==> src/rtl/imm_gen_pipe.sv <==
// Registered RV32I/RV64I immediate decoder with a small skid buffer on the output.
// Define IMM_GEN_ZICSR_EN to decode SYSTEM (CSR) instructions as legal.
module imm_gen_pipe #(
    parameter int XLEN  = 32,
    parameter int DEPTH = 2
) (
    input  logic            clk,
    input  logic            reset,
    input  logic            in_valid,
    output logic            in_ready,
    input  logic [31:0]     in_inst,
    input  logic [XLEN-1:0] in_pc,
    input  logic            flush,
    output logic            out_valid,
    input  logic            out_ready,
    output logic [XLEN-1:0] out_imm,
    output logic [2:0]      out_fmt,
    output logic            out_illegal,
    output logic [XLEN-1:0] out_pc
);

    localparam int CW = $clog2(DEPTH + 1);
    localparam int PW = (DEPTH > 1) ? $clog2(DEPTH) : 1;
    localparam logic [CW-1:0] FULL = CW'(DEPTH);
    localparam logic [PW-1:0] LAST = PW'(DEPTH - 1);

    logic [CW-1:0]   count_q, count_d;
    logic [PW-1:0]   head_q, head_d;
    logic [PW-1:0]   tail_q, tail_d;
    logic [XLEN-1:0] imm_q [DEPTH];
    logic [2:0]      fmt_q [DEPTH];
    logic            ill_q [DEPTH];
    logic [XLEN-1:0] pc_q  [DEPTH];

    logic            push, pop;
    logic [6:0]      opcode;
    logic [2:0]      funct3;
    logic [XLEN-1:0] dec_imm;
    logic [2:0]      dec_fmt;
    logic            dec_ill;

    function automatic logic [XLEN-1:0] sext(input logic [31:0] v);
        logic [XLEN-1:0] r;
        r = {XLEN{v[31]}};
        r[31:0] = v;
        return r;
    endfunction

    function automatic logic [XLEN-1:0] zext(input logic [31:0] v);
        logic [XLEN-1:0] r;
        r = '0;
        r[31:0] = v;
        return r;
    endfunction

    function automatic logic [PW-1:0] ptr_inc(input logic [PW-1:0] p);
        return (p == LAST) ? '0 : p + 1'b1;
    endfunction

    assign opcode = in_inst[6:0];
    assign funct3 = in_inst[14:12];

    always_comb begin
        dec_imm = '0;
        dec_fmt = 3'd0;
        dec_ill = 1'b0;
        unique case (opcode)
            7'b0010011: begin
                dec_fmt = 3'd1;
                if (funct3 == 3'b001 || funct3 == 3'b101) begin
                    // shamt width follows XLEN; funct7 stays out of the immediate
                    if (XLEN == 64)
                        dec_imm = zext({26'b0, in_inst[25:20]});
                    else
                        dec_imm = zext({27'b0, in_inst[24:20]});
                end else begin
                    dec_imm = sext({{20{in_inst[31]}}, in_inst[31:20]});
                end
            end
            7'b0000011, 7'b1100111: begin
                dec_fmt = 3'd1;
                dec_imm = sext({{20{in_inst[31]}}, in_inst[31:20]});
            end
            7'b0100011: begin
                dec_fmt = 3'd2;
                dec_imm = sext({{20{in_inst[31]}}, in_inst[31:25],
                                in_inst[11:7]});
            end
            7'b1100011: begin
                dec_fmt = 3'd3;
                dec_imm = sext({{20{in_inst[31]}}, in_inst[7],
                                in_inst[30:25], in_inst[11:8], 1'b0});
            end
            7'b0110111, 7'b0010111: begin
                dec_fmt = 3'd4;
                dec_imm = sext({in_inst[31:12], 12'b0});
            end
            7'b1101111: begin
                dec_fmt = 3'd5;
                dec_imm = sext({{12{in_inst[31]}}, in_inst[19:12],
                                in_inst[20], in_inst[30:21], 1'b0});
            end
            7'b0110011: begin
                dec_fmt = 3'd0;
            end
`ifdef IMM_GEN_ZICSR_EN
            7'b1110011: begin
                unique case (funct3)
                    3'b101, 3'b110, 3'b111: begin
                        dec_fmt = 3'd6;
                        dec_imm = zext({27'b0, in_inst[19:15]});
                    end
                    3'b001, 3'b010, 3'b011: begin
                        dec_fmt = 3'd1;
                        dec_imm = zext({20'b0, in_inst[31:20]});
                    end
                    3'b000:  dec_fmt = 3'd0;
                    default: dec_ill = 1'b1;
                endcase
            end
`else
            7'b1110011: dec_ill = 1'b1;
`endif
            default: dec_ill = 1'b1;
        endcase
    end

    // in_ready depends only on registered occupancy
    assign in_ready  = (count_q != FULL);
    assign out_valid = (count_q != '0);
    assign push      = in_valid & in_ready;
    assign pop       = out_valid & out_ready;

    always_comb begin
        count_d = count_q;
        head_d  = head_q;
        tail_d  = tail_q;
        if (flush) begin
            count_d = '0;
            head_d  = '0;
            tail_d  = '0;
        end else begin
            if (push) tail_d = ptr_inc(tail_q);
            if (pop)  head_d = ptr_inc(head_q);
            if (push && !pop)
                count_d = count_q + 1'b1;
            else if (pop && !push)
                count_d = count_q - 1'b1;
        end
    end

    always_ff @(posedge clk or posedge reset) begin
        if (reset) begin
            count_q <= '0;
            head_q  <= '0;
            tail_q  <= '0;
            for (int i = 0; i < DEPTH; i++) begin
                imm_q[i] <= '0;
                fmt_q[i] <= '0;
                ill_q[i] <= 1'b0;
                pc_q[i]  <= '0;
            end
        end else begin
            count_q <= count_d;
            head_q  <= head_d;
            tail_q  <= tail_d;
            if (push && !flush) begin
                imm_q[tail_q] <= dec_imm;
                fmt_q[tail_q] <= dec_fmt;
                ill_q[tail_q] <= dec_ill;
                pc_q[tail_q]  <= in_pc;
            end
        end
    end

    assign out_imm     = out_valid ? imm_q[head_q] : '0;
    assign out_fmt     = out_valid ? fmt_q[head_q] : 3'd0;
    assign out_illegal = out_valid ? ill_q[head_q] : 1'b0;
    assign out_pc      = out_valid ? pc_q[head_q]  : '0;

endmodule

==> config.mk <==
export PLATFORM = sky130hd
export DESIGN_NAME = imm_gen_pipe
export DESIGN_NICKNAME = d
export VERILOG_FILES = /design/src/rtl/imm_gen_pipe.sv
export SDC_FILE = /design/constraint.sdc
export NUM_CORES = 1
export LEC_CHECK = 0
export CORE_ASPECT_RATIO = 0.7
export CORE_MARGIN = 2
export CORE_UTILIZATION = 50
export CTS_BUF_LIST = sky130_fd_sc_hd__clkbuf_4
export CTS_CLUSTER_DIAMETER = 30
export CTS_CLUSTER_SIZE = 40
export DETAILED_ROUTE_END_ITERATION = 8
export PLACE_DENSITY = 0.83
export SKIP_CTS_REPAIR_TIMING = 1
export SLEW_MARGIN = 40
export SYNTH_ARGS = -nofsm -noshare
export SYNTH_HDL_FRONTEND = slang
export SYNTH_SLANG_ARGS = --single-unit
export TNS_END_PERCENT = 20
==> constraint.sdc <==
create_clock -name clk -period 7.4 [get_ports clk]
set_input_delay 1.48 -clock clk [delete_from_list [all_inputs] [get_ports clk]]
set_output_delay 1.48 -clock clk [all_outputs]
set_load 0.05 [all_outputs]
==> impl_metrics.json, run 1 <==
{
  "wl_met1_um": 7940,
  "die_w_um": 144,
  "timing.final.crit_period_ns": 4.64,
  "synth.largest_area_cell": "dfrtp_1",
  "async_flop_share_pct": 100,
  "initial_core_util_pct": 51.6,
  "fill_cells": 1117,
  "yosysWarnings": 0,
  "syn_nets": 800,
  "cts_tree": "built",
  "core-area_um2": 13300,
  "grt_pass1_wl_um": 27900,
  "routed.top_layer": "met4",
  "path_class": "reg -> out",
  "gp_congestion": 0.839,
  "holdPathEnd": "pc_q[60]",
  "synth.most_common_cell": "nand2_1",
  "min_period_over_period_pct": 62.7,
  "hp-start": "pc_q[60]",
  "r2r_cells": 6,
  "seq_area_frac_synth_pct": 51.2,
  "cts_root_buffer": "clkbuf_4",
  "synth-edff-count": 0,
  "port_buffers": 138,
  "worstPathRequired_ns": 5.92,
  "drive_gt1_share_pct": 7.24,
  "fmax_ghz": 0.216,
  "power.density_nw_per_um2": 224,
  "postRouteAntennaNets": 0,
  "syn_area_um2": 6850,
  "synth_commonest_cells": "nand2_1 (221), dfrtp_1 (140), nor2_1 (84)",
  "wl_met2_um": 7620,
  "n_antenna_cell": 0,
  "hold_class": "reg -> reg",
  "crit_buf_inv": 2,
  "cpPeakStageDelay_ns": 0.83,
  "post_drt_wl_per_cell_um": 16.3,
  "synthCells": 731,
  "vias": 5623,
  "final_nets": 912,
  "fin_cells": 1041,
  "r2r_end": "imm_q[20]",
  "final-setup-viol-count": 0,
  "path_cells": "buf_4 -> mux2i_1 -> nor2_1 -> clkdlybuf4s50_1",
  "r2r_slack_ns": 5.00,
  "avgViaCountPerCell": 5.40,
  "cts.sinks": 140,
  "wl_um": 17000,
  "row_count": 35,
  "cts_buffers": 17,
  "synth.top_cell.area_share_pct": 51.2,
  "final.setup.tns_ns": 0,
  "syn_area_per_cell_um2": 9.37,
  "final_max_slew_viol_count": 0,
  "holdPathStages": 2,
  "slew_headroom_pct": 46.1,
  "cts.path.max_buffers": 2,
  "critPathArrivalTime_ns": 3.16,
  "die_y_um": 102,
  "grt_usage_pct": 24.4,
  "dp.cells": 1009,
  "drt_pass1_iterations": 5,
  "dieArea_um2": 14700,
  "io_pins": 139,
  "synth_cell_types": 43,
  "antenna_found_initial": 0,
  "clk_pin_slew_ns": 0.11,
  "synth-seq-cells": 140,
  "seq_area_um2": 3510,
  "ys.flop_type": "dfrtp_1",
  "dp_slack_ns": 3.30,
  "grt_overflow_total": 0,
  "hold_viol": 0,
  "status": "completed",
  "worst_pin_slew_ns": 0.808,
  "multi_input_area_um2": 3130,
  "cpLargestDelayFamily": "buffers and inverters",
  "p_leak_nw": 4.15,
  "hpwl_um": 11300,
  "drv_cap": 0,
  "syn_to_final_growth_pct": 26.8,
  "critPathCaptureType": "output pin",
  "worstSkewPairLatency_ns": 0.53,
  "fin_ws_ns": 2.76,
  "first_iter_violations": 327,
  "first_global_vias": 5582,
  "ir_worst_vdd_mv": 0.153,
  "r2r-start": "count_q[0]",
  "crit_fanout": 36,
  "finClkSkew_ns": 0.0266,
  "startpoint_type": "flip-flop",
  "cts_max_level": 4,
  "rsz0062_at_grt": "false",
  "synth_area_leaders": "dfrtp_1 (51%), nand2_1 (12%), mux2i_1 (10%)",
  "wl_met3_um": 1280,
  "grt_max_degree": 89,
  "drc_errors": 0,
  "crit_slowest_cell": "dfrtp_4"
}
-- metal layers --
metal / vias up / GRT usage (%)
met2: 184 / 38.6
met4: 0 / 5.35
li1: 2707 / -
met5: - / 0
met3: 13 / 6.84
met1: 2719 / 34.1
-- area by class of cell --
class,instances,share of cell area (%)
clock buffers,18,1.56
clock inverters,14,2.20
inverters,4,0.259
multi-input cells,535,36.0
flip-flops and latches,140,40.4
well taps,185,2.67
repair buffers,145,16.9
-- cell usage in the layout, fill, tap and decap left out, types with 12 or more instances in the layout --
master | netlist | layout
a221o_1 | 16 | 16
clkdlybuf4s50_1 | 0 | 138
and3_1 | 13 | 12
mux2i_1 | 71 | 71
a211o_1 | 19 | 19
dfrtp_1 | 140 | 139
nand3_1 | 19 | 18
clkbuf_4 | 0 | 18
nand2_1 | 221 | 221
a22o_1 | 12 | 12
nor2_1 | 84 | 83
-- worst max path at each step --
stage | startpoint | to | cells after the start
finish | head_q | out_imm[3] | 4
global route | head_q | out_pc[26] | 4
CTS | head_q | out_pc[13] | 4
detailed placement | head_q | out_pc[13] | 4
global placement | in_valid | imm_q[12] | 5
floorplan | reset | count_q[0] | 1
-- cells by family (layout without fill, tap and decap cells) --
| kind of cell | count (synthesis) | in the layout | synth area share [%] |
|---|---|---|---|
| AOI/OAI and AO/OA | 75 | 75 | 9.63 |
| muxes | 73 | 73 | 10.7 |
| xor gates and xnor gates | 2 | 2 | 0.256 |
| and+or+nand+nor | 385 | 385 | 24.7 |
| buffers and inverters | 56 | 181 | 3.56 |
| DFF | 140 | 140 | 51.2 |
-- registers in the layout, summed over array words and instances, names as in the netlist --
name     count
tail_q       1
head_q       1
ill_q        2
imm_q       64
pc_q        64
fmt_q        6
count_q      2
-- through the flow --
step | total power, mW | hold slack, ns | cell area, um^2 | utilization, %
after global routing | 2.05 | 0.507 | 8680 | 65.4
after global placement | 1.38 | 0.456 | 8300 | 62.6
after detailed placement | 1.40 | 0.461 | 8350 | 63.0
after floorplan | 1.24 | 0.445 | 6850 | -
after CTS | 1.96 | 0.490 | 8680 | 65.4
final | 1.94 | 0.487 | 8680 | 65.4
-- worst min-delay path, cell delays in order (launching register included) --
cell and delay [ns]:
dfrtp_1 0.36, nand2_1 0.05, nand2_1 0.05
-- power breakdown --
part	internal [mW]	switching (mW)	total, mW
clock	0.273	0.285	0.559
sequential	0.875	0.0716	0.947
combinational	0.174	0.264	0.439
Note: power is estimated with default switching activity, not from simulation.
==> run 2: changes to the inputs <==
--- a/config.mk
+++ b/config.mk
@@ -7,7 +7,7 @@
 export LEC_CHECK = 0
 export CORE_ASPECT_RATIO = 0.7
 export CORE_MARGIN = 2
-export CORE_UTILIZATION = 50
+export CORE_UTILIZATION = 48
 export CTS_BUF_LIST = sky130_fd_sc_hd__clkbuf_4
 export CTS_CLUSTER_DIAMETER = 30
 export CTS_CLUSTER_SIZE = 40
==> constraint.sdc (replaced) <==
create_clock -name clk -period 4.2 [get_ports clk]
set_input_delay 0.84 -clock clk [delete_from_list [all_inputs] [get_ports clk]]
set_output_delay 0.84 -clock clk [all_outputs]
set_load 0.05 [all_outputs]
==> impl_metrics.json, run 2 (synthesis results as in run 1) <==
{
  "syn_to_final_growth_pct": 25.1,
  "worstPathRequired_ns": 3.36,
  "die_y_um": 104,
  "hold_class": "reg -> reg",
  "core-area_um2": 13900,
  "postRouteAntennaNets": 0,
  "cts_buffers": 17,
  "ir_worst_vdd_mv": 0.193,
  "post_drt_wl_per_cell_um": 16.5,
  "avgViaCountPerCell": 5.40,
  "worstSkewPairLatency_ns": 0.50,
  "met1_usage_pct": 35.3,
  "first_global_vias": 5586,
  "final_cell_mix": "nand2_1 (221), dfrtp_1 (139), clkdlybuf4s50_1 (138)",
  "hpwl_um": 11800,
  "path_class": "reg -> out",
  "drv_cap": 0,
  "power_mw": 3.10,
  "cts_root_buffer": "clkbuf_4",
  "wl_um": 17300,
  "rsz0062_at_grt": "false",
  "worst_pin_slew_ns": 0.785,
  "vias": 5668,
  "r2r_cells": 4,
  "cts.path.max_buffers": 2,
  "hold_viol": 0,
  "final_max_slew_viol_count": 0,
  "cts.sinks": 140,
  "drc_errors": 0,
  "grt_max_degree": 141,
  "n_antenna_cell": 0,
  "slew_headroom_pct": 47.7,
  "fin_area_um2": 8570,
  "place_area_um2": 8380,
  "startpoint_type": "flip-flop",
  "grt_pass1_wl_um": 28500,
  "fmax_ghz": 0.269,
  "final-setup-viol-count": 0,
  "drive_gt1_share_pct": 7.33,
  "gr-max-usage-layer": "met1",
  "finClkSkew_ns": 0.0124,
  "holdPathStages": 2,
  "critPathCaptureType": "output pin",
  "critPathArrivalTime_ns": 2.87,
  "gp_congestion": 0.866,
  "grt_usage_pct": 23.3,
  "first_iter_violations": 525,
  "die_w_um": 147,
  "crit_fanout": 33,
  "use_met3_pct": 5.39,
  "cts_max_level": 4,
  "final_common_cell": "nand2_1",
  "grt_overflow_total": 0,
  "io_pins": 139,
  "power.density_nw_per_um2": 362,
  "cts_tree": "built",
  "clk_pin_slew_ns": 0.11,
  "antenna_found_initial": 0,
  "p_leak_nw": 4.12,
  "status": "completed",
  "min_period_over_period_pct": 88.4,
  "dieArea_um2": 15300,
  "port_buffers": 138,
  "largestRegisters": "imm_q: 64 flops, pc_q: 64 flops, fmt_q: 6 flops",
  "final.setup.tns_ns": 0,
  "timing.final.crit_period_ns": 3.71,
  "final_nets": 918,
  "grt_util_met2_pct": 34.2,
  "drt_pass1_iterations": 7,
  "initial_core_util_pct": 49.2,
  "row_count": 36
}
==> run 2: layout make-up <==
cell class / instances / area (um^2)
clock buffer: 17 / 128
clock inverter: 12 / 60.1
fill: 1146 / 5350
inverter: 4 / 18.8
multi-input combinational: 535 / 3120
sequential: 140 / 3510
tap: 190 / 238
timing repair buffer: 151 / 1490
==> run 2: power breakdown <==
| part | total [mW] | internal [mW] | switching (mW) |
|---|---|---|---|
| Sequential | 1.67 | 1.54 | 0.125 |
| Clock | 0.655 | 0.210 | 0.445 |
| Combinational | 0.782 | 0.310 | 0.473 |
==> run 2: final timing paths <==
check	startpoint	end	slack (ns)
max in group asynchronous	reset	head_q	2.74
min in group asynchronous	reset	pc_q[7]	0.88
setup / recovery	head_q	out_pc[6]	0.49
setup reg to reg	count_q[0]	imm_q[20]	1.94
hold reg to reg	pc_q[18]	pc_q[18]	0.48
hold / removal	pc_q[18]	pc_q[18]	0.48
==> run 2: metrics by stage <==
stage / setup slack (ns) / hold WS (ns) / cells / util (%)
2_1_floorplan: 1.57 / 0.445 / 731 / -
6_report: 0.489 / 0.483 / 1049 / 61.5
5_1_grt: 0.275 / 0.500 / 1049 / 61.5
3_3_place_gp: 1.01 / 0.457 / 1020 / 60.2
4_1_cts: 0.435 / 0.487 / 1049 / 61.5
3_5_place_dp: 0.948 / 0.462 / 1020 / 60.2
==> run 2: worst max-delay path, stage by stage, from the launching register on <==
cell and delay [ns]:
dfrtp_4 0.81, buf_4 0.45, mux2i_1 0.14, nor2_1 0.13
clkdlybuf4s50_1 0.82
==> run 2: layer usage <==
| layer | up-vias | routed length, um |
|---|---|---|
| met5 | - | 0 |
| met3 | 19 | 1230 |
| met4 | 0 | 193 |
| met1 | 2737 | 8450 |
| met2 | 212 | 7440 |
| li1 | 2700 | - |
